## config.mk

```make
export PLATFORM = sky130hd
export DESIGN_NAME = inst_buffer
export DESIGN_NICKNAME = d
export VERILOG_FILES = /design/src/rtl/cpu_pkg.sv /design/src/rtl/inst_buffer_mem.sv /design/src/rtl/inst_buffer.sv
export SDC_FILE = /design/constraint.sdc
export NUM_CORES = 1
export LEC_CHECK = 0
export CORE_MARGIN = 2
export CORE_UTILIZATION = 45
export DETAILED_ROUTE_END_ITERATION = 10
export PLACE_DENSITY = 0.7
export SYNTH_ARGS = -nofsm -noshare
export SYNTH_HDL_FRONTEND = slang
export SYNTH_SLANG_ARGS = --single-unit
```

## constraint.sdc

```tcl
create_clock -name clk -period 2.65 [get_ports clk]
set_input_delay 0.3975 -clock clk [delete_from_list [all_inputs] [get_ports clk]]
set_output_delay 0.3975 -clock clk [all_outputs]
set_load 0.02 [all_outputs]
```

## src/rtl/cpu_pkg.sv

```systemverilog
// cpu_pkg: shared widths and the instruction-buffer entry layout.
//   IB_ENTRY_W : width of one buffered entry ({pc, inst})
//   INST_W     : instruction width
//   PC_W       : program-counter width
//   ib_entry_t : packed entry, pc in the upper half, inst in the lower half
package cpu_pkg;

    localparam int unsigned INST_W     = 32;
    localparam int unsigned PC_W       = 32;
    localparam int unsigned IB_ENTRY_W = 64;

    typedef struct packed {
        logic [PC_W-1:0]   pc;
        logic [INST_W-1:0] inst;
    } ib_entry_t;

endpackage

```

## src/rtl/inst_buffer_mem.sv

```systemverilog
// inst_buffer_mem: DEPTH x IB_ENTRY_W entry storage for the instruction buffer.
// One synchronous write port, one asynchronous read port, contents not reset.
// Ports:
//   clk   : rising-edge clock for the write port
//   we    : write enable
//   waddr : write address
//   wdata : entry to write
//   raddr : read address
//   rdata : entry at raddr (combinational)
module inst_buffer_mem
    import cpu_pkg::*;
#(
    parameter int unsigned DEPTH = 4,
    parameter int unsigned AW    = 2
) (
    input  logic                  clk,
    input  logic                  we,
    input  logic [AW-1:0]         waddr,
    input  logic [IB_ENTRY_W-1:0] wdata,
    input  logic [AW-1:0]         raddr,
    output logic [IB_ENTRY_W-1:0] rdata
);

    logic [IB_ENTRY_W-1:0] mem [DEPTH];

    always_ff @(posedge clk) begin
        if (we) begin
            mem[waddr] <= wdata;
        end
    end

    assign rdata = mem[raddr];

endmodule

```

## src/rtl/inst_buffer.sv

```systemverilog
// inst_buffer: FIFO between fetch and decode holding {pc, inst} entries.
// Ports:
//   clk, reset                       : clock, asynchronous active-high reset
//   flush, excp_flush, ertn_flush    : any of these empties the buffer
//   inst_i, vaddr_i, ib_valid        : entry offered by fetch
//   ib_ready                         : buffer can accept an entry
//   id_inst, id_pc, id_valid         : head entry presented to decode
//   id_ready                         : decode consumes the head
// Configuration macro IB_BYPASS_EN: when defined, an offer into an empty
// buffer is presented to decode in the same cycle.
module inst_buffer
    import cpu_pkg::*;
#(
    parameter int unsigned DEPTH = 4
) (
    input  logic              clk,
    input  logic              reset,
    input  logic              flush,
    input  logic              excp_flush,
    input  logic              ertn_flush,
    input  logic [INST_W-1:0] inst_i,
    input  logic [PC_W-1:0]   vaddr_i,
    input  logic              ib_valid,
    output logic              ib_ready,
    output logic [INST_W-1:0] id_inst,
    output logic [PC_W-1:0]   id_pc,
    output logic              id_valid,
    input  logic              id_ready
);

    localparam int unsigned AW = $clog2(DEPTH);
    localparam logic [AW:0] CNT_FULL = (AW+1)'(DEPTH);
    localparam logic [AW:0] CNT_ONE  = (AW+1)'(1);

    logic [AW:0]   count;
    logic [AW-1:0] wr_ptr;
    logic [AW-1:0] rd_ptr;

    logic          any_flush;
    logic          not_empty;
    logic          push;
    logic          pop;
    ib_entry_t     wr_entry;
    ib_entry_t     rd_entry;

    assign any_flush = flush | excp_flush | ertn_flush;
    assign not_empty = (count != '0);
    assign ib_ready  = (count != CNT_FULL);
    assign wr_entry  = '{pc: vaddr_i, inst: inst_i};

`ifdef IB_BYPASS_EN
    logic bypass;

    // Empty buffer: present the offered entry directly; if decode takes it,
    // it never enters storage.
    assign bypass   = !not_empty && ib_valid && !any_flush;
    assign id_valid = (not_empty && !any_flush) || bypass;
    assign id_inst  = bypass ? inst_i  : rd_entry.inst;
    assign id_pc    = bypass ? vaddr_i : rd_entry.pc;
    assign push     = ib_valid && ib_ready && !any_flush && !(bypass && id_ready);
    assign pop      = not_empty && id_valid && id_ready;
`else
    assign id_valid = not_empty && !any_flush;
    assign id_inst  = rd_entry.inst;
    assign id_pc    = rd_entry.pc;
    assign push     = ib_valid && ib_ready && !any_flush;
    assign pop      = id_valid && id_ready;
`endif

    always_ff @(posedge clk or posedge reset) begin
        if (reset) begin
            count  <= '0;
            wr_ptr <= '0;
            rd_ptr <= '0;
        end else if (any_flush) begin
            count  <= '0;
            wr_ptr <= '0;
            rd_ptr <= '0;
        end else begin
            if (push) begin
                wr_ptr <= wr_ptr + 1'b1;
            end
            if (pop) begin
                rd_ptr <= rd_ptr + 1'b1;
            end
            if (push && !pop) begin
                count <= count + CNT_ONE;
            end else if (pop && !push) begin
                count <= count - CNT_ONE;
            end
        end
    end

    inst_buffer_mem #(
        .DEPTH (DEPTH),
        .AW    (AW)
    ) u_mem (
        .clk   (clk),
        .we    (push),
        .waddr (wr_ptr),
        .wdata (wr_entry),
        .raddr (rd_ptr),
        .rdata (rd_entry)
    );

endmodule

```

== Word-level counts from Yosys, hierarchy flattened ==
Memories as Yosys holds them, arrays and structs flattened.
Cells that the tools add are included.

* Add/subtract/negate cells: 4
* Equal/unequal tests: 1
* Mux-type cells: 9
* Bitwise gates (word level): 2
* Reductions and logical operators: 13

{| class="wikitable"
|+ Operators by type and width
! cell !! count
|-
| 3-bit 2-to-1 mux || 3
|-
| 2-bit 2-to-1 mux || 4
|-
| 1-bit logical AND || 6
|-
| 3-bit nonzero test || 2
|-
| 2-bit by 1-bit adder with 2-bit output, second input constant || 2
|-
| 2-bit nonzero test || 2
|-
| 3-bit by 1-bit adder with 3-bit output, second input constant || 1
|-
| 1-bit logical NOT || 3
|-
| 3-bit inequality test, second input constant || 1
|-
| 3-bit by 1-bit subtractor with 3-bit output, second input constant || 1
|-
| 1-bit 2-to-1 mux || 2
|-
| 1-bit bitwise OR || 2
|}

* Bits in registers: 7
* RAM bits: 256
* Bits of input ports: 71
* Word-level logic and storage cells: 33
* Memories: 1

{| class="wikitable"
|+ Memories
! memory !! words !! width !! read ports !! clocked after Yosys merged registers in !! wr ports !! line !! RTL
|-
| u_mem.mem || 4 || 64 || 1 || 0 || 1 || inst_buffer_mem.sv:24 || <nowiki>logic [IB_ENTRY_W-1:0] mem [DEPTH];</nowiki>
|}

== Logic depth before layout (Yosys ltp) ==
* Word-level depth: 9
* Gate-level depth with buffers: 9
* Depth with buffers taken out: 8

== Modules after synthesis ==
A second synthesis with hierarchy kept.

* Cell total of the unflattened synthesis: 387
* Area total of the unflattened synthesis: 9795.6 µm²

{| class="wikitable"
|+ Modules (own cells, without submodules)
! module !! instances !! cells each !! area each (µm²)
|-
| inst_buffer_mem || 1 || 338 || 9341.5
|-
| inst_buffer || 1 || 49 || 454.2
|}

== Worst setup path after synthesis ==
OpenSTA, ideal clock, no wires.

* Path type: in2reg
* Start point: in excp_flush
* End point: mem u_mem.mem[0][0], enable pin
* Library setup time: 0.429 ns
* Data arrival time: 2.656 ns
* Required time: 2.221 ns
* Path slack: -0.435 ns
* Stages on the path: 4
* Cells stage by stage: or3_1 clkbuf_1 nor2_1 and2_1

* Word-level cells in the longest chain between the ends: 6

{| class="wikitable"
|+ RTL lines
! what !! line !! RTL
|-
| from (decl) || inst_buffer.sv:19 || <nowiki>input logic excp_flush,</nowiki>
|-
| 1-bit bitwise OR (2 in a row) || inst_buffer.sv:46 || <nowiki>assign any_flush = flush | excp_flush | ertn_flush;</nowiki>
|-
| 1-bit logical NOT || inst_buffer.sv:66 || <nowiki>assign push = ib_valid && ib_ready && !any_flush;</nowiki>
|-
| 1-bit logical AND || inst_buffer.sv:66 ||
|-
| 1-bit 2-to-1 mux || inst_buffer_mem.sv:27 || <nowiki>if (we) begin</nowiki>
|-
| 1-bit 2-to-1 mux (not written as such) || inst_buffer_mem.sv:28 || <nowiki>mem[waddr] <= wdata;</nowiki>
|-
| to (decl) || inst_buffer_mem.sv:24 ||
|}

No other way between the ends.

== Final worst setup path ==
* Start point: reg rd_ptr[0]
* End point: out id_inst[30]

* Word-level cells in the longest chain between the ends: 1

{| class="wikitable"
|+ RTL lines
! what !! line !! RTL
|-
| from (decl) || inst_buffer.sv:37 || <nowiki>logic [AW-1:0] rd_ptr;</nowiki>
|-
| from (signal assigned) || inst_buffer.sv:84 || <nowiki>rd_ptr <= rd_ptr + 1'b1;</nowiki>
|-
| memory 4 x 64 bit || - ||
|-
| to (decl) || inst_buffer.sv:25 || <nowiki>output logic [INST_W-1:0] id_inst,</nowiki>
|}

No other way between the ends.

==> results.tsv <==
stage	metric	value	unit
synth	synth.yosys.warnings	0	
grt	grt.total_usage	16.6	%
finish	nFillCells	1517	
run	drv_cap	0	
worst_setup_path	r2r_cells	8	
die	die_height	151	um
synth	synth.area.top_cells	edfxtp_1 (79%), mux4_2 (15%), dfrtp_1 (1.8%)	
die	start_util	46.0	%
synth	yosysTopAreaCellShare	79.0	%
detailed_routing	postRouteAntennaNets	0	
timing	fmax	0.388	GHz
worst_setup_path	cp-endpoint	id_inst[30]	
worst_setup_path	startpoint	rd_ptr[0]	
worst_setup_path	arrival	2.18	ns
finish	stdcell_area	12600	um^2
finish	fin_nets	646	
timing	setup_viol_count_final	0	
worst_setup_path	timing.rr.end	count[2]	
clocking	clockBufferDepth	3	
timing	maxSlewViolCount	0	
min_path	hp-class	input port to asynchronous set/reset pin	
power	power	8.44	mW
status	outcome	finished clean	
die	die_area	22800	um^2
grt	grt_pass1_vias	5003	
grt	grt.overflow.total	0	
timing	slew_headroom	75.8	%
detailed_routing	via_count	4591	
detailed_routing	drt_wl_total	18900	um
grt	grt_pass1_wl	28100	um
worst_setup_path	r2r_start	count[1]	
worst_setup_path	cp.required	2.25	ns
finish	instances_no_fill	863	
placed_design	place_congestion	0.745	
placed_design	dp_hpwl	11800	um
placed_design	place_area	11700	um^2
detailed_routing	routedWlPerCell	21.9	um
synth	ys_seq_area_share	80.8	%
timing	tightestPinTransition	0.362	ns
power	power_density	671	nW/um^2
die	io_pins	137	
synth	syn_nets	471	
clocking	root_buffer	clkbuf_16	
grt	grt_max_degree	38	
timing	hold_violations	0	
clocking	cts_tree	yes	
placed_design	dp.cells	810	
placed_design	portBuffers	136	
grt	antenna_found_initial	1	
die	die_w	151	um
die	core	21200	um^2
synth	syn_area	9740	um^2
worst_setup_path	ff2ff_setup_slack	0.10	ns
clocking	cts.sinks	263	
worst_setup_path	worst-setup-path-type	register to output pin	
finish	multi_input_area	1770	um^2
timing	rsz0062_at_grt	no	
timing	clock_skew	0.00732	ns
finish	drive_above_1_share	23.0	%
detailed_routing	first_pass_iters	4	
timing	period_needed	2.58	ns
clocking	ctsHoldBuffers	0	
synth	avgSynthCellArea	24.6	um^2
power	vdd_ir_drop_max	618	uV
timing	hold_ws	0.124	ns
detailed_routing	routed_via_density	5.32	
synth	synth_cell_types	31	
synth	ys_ff_latch	263	
synth	synth_top_area_cell	edfxtp_1	
detailed_routing	drt_drc_violations_left	0	
finish	area_delta_synth_final	29.1	%
finish	antennaDiodeCount	0	
clocking	h-tree-depth	1	
worst_setup_path	cp-end-kind	output pin	
worst_setup_path	start_kind	register	
synth	synth_cells	395	
finish	seq_area	7870	um^2
detailed_routing	drtIter0Drc	215	
die	rows	53	
power	leakagePower	4.13	nW
clocking	clkSlewWorstSetupHoldPaths	0.06	ns
worst_setup_path	worstPathMaxFanout	18	
clocking	clock_latency	0.51	ns
timing	post-route-period-util	97.3	%
clocking	cts-buffers-inserted	26	
[critical path, stage by stage, from the launching register on]
cell and delay, ns:
dfrtp_4 0.52, clkbuf_16 0.26, mux4_2 0.53, dlygate4sd2_1 0.34
[final cells by class]
cell class	count	share of cell area, %
clock buffers	30	5.47
clock inverters	16	1.17
inverters	6	0.179
multi-input cells	108	14.1
flip-flops and latches	263	62.6
well taps	275	2.74
repair buffers	165	13.7
[cell families after synthesis]
family	Yosys count	share of synthesized area (%)
DFF	263	80.8
buffers and inverters	24	1.21
AOI/OAI and AO/OA	9	0.720
muxes	66	15.0
xor gates and xnor gates	4	0.360
and+or+nand+nor	24	1.22
adders and majority gates	5	0.720
[per-stage QoR]
step	setup slack [ns]	setup TNS, ns	util, %
floorplan	0.265	0	-
global placement	0.205	0	55.1
detailed placement	0.0467	0	55.1
CTS	-0.160	-1.23	58.8
global route	0.00879	0	59.4
finish	0.0726	0	59.4
[cell usage after synthesis, drive strengths merged]
cell / n
a211oi: 1
a21o: 1
a21oi: 2
a221oi: 1
a22oi: 1
a31oi: 1
and2: 4
buf: 15
clkbuf: 3
dfrtp: 7
edfxtp: 256
fa: 1
ha: 4
inv: 6
mux2i: 2
mux4: 64
nand2: 3
nand3: 1
nor2: 9
nor3: 3
nor3b: 1
o21a: 1
o31a: 1
or2: 1
or3: 1
or3b: 1
xnor2: 3
xor2: 1
[how the worst min path moves through the flow]
stage,startpoint,to,slack [ns],depth (start not counted)
after detailed placement,wr_ptr[1],wr_ptr[1],0.56,2
after CTS,reset,wr_ptr[0],0.11,2
after floorplan,reset,count[0],0.20,1
after global placement,wr_ptr[1],wr_ptr[1],0.56,2
final,reset,count[2],0.12,2
after global routing,reset,count[2],0.14,2
[power breakdown]
part	internal [mW]	switching, mW
clock network	2.13	1.41
registers	4.59	0.00875
logic	0.160	0.139
total	6.88	1.56
[registers in the layout, indices dropped and copies added (netlist names)]
signal,count
u_mem.mem,256
count,3
rd_ptr,2
wr_ptr,2
[repair_timing]
action                     4_1_cts  5_1_grt
hold endpoints to repair         0        0
setup endpoints to repair       64       40
buffers inserted                 0        5
gates cloned                     0        2
resized for setup               58       18
[cell usage in the layout, fill, tap and decap left out, types with 3 or more instances in the layout]
| cell type | instances |
|---|---|
| buf_4 | 16 |
| clkbuf_16 | 29 |
| mux4_2 | 64 |
| buf_12 | 9 |
| ha_1 | 4 |
| dlymetal6s2s_1 | 8 |
| dfrtp_1 | 5 |
| clkinv_1 | 10 |
| nor3_1 | 3 |
| inv_1 | 6 |
| xnor2_1 | 3 |
| clkdlybuf4s15_1 | 9 |
| dlygate4sd2_1 | 47 |
| and2_4 | 4 |
| bufinv_16 | 3 |
| clkbuf_1 | 3 |
| clkdlybuf4s50_1 | 72 |
| edfxtp_1 | 256 |
| nor2_1 | 9 |
[metal layers]
metal	vias up	part of all wire [%]	GRT usage [%]	wire length, um
met4	2	2.7	5.33	508
li1	2022	-	-	-
met3	37	4.7	2.98	898
met2	129	52	28.7	9810
met5	-	0.069	0	13
met1	2401	41	21.5	7680
No activity file was read; power rests on OpenSTA's default activity.
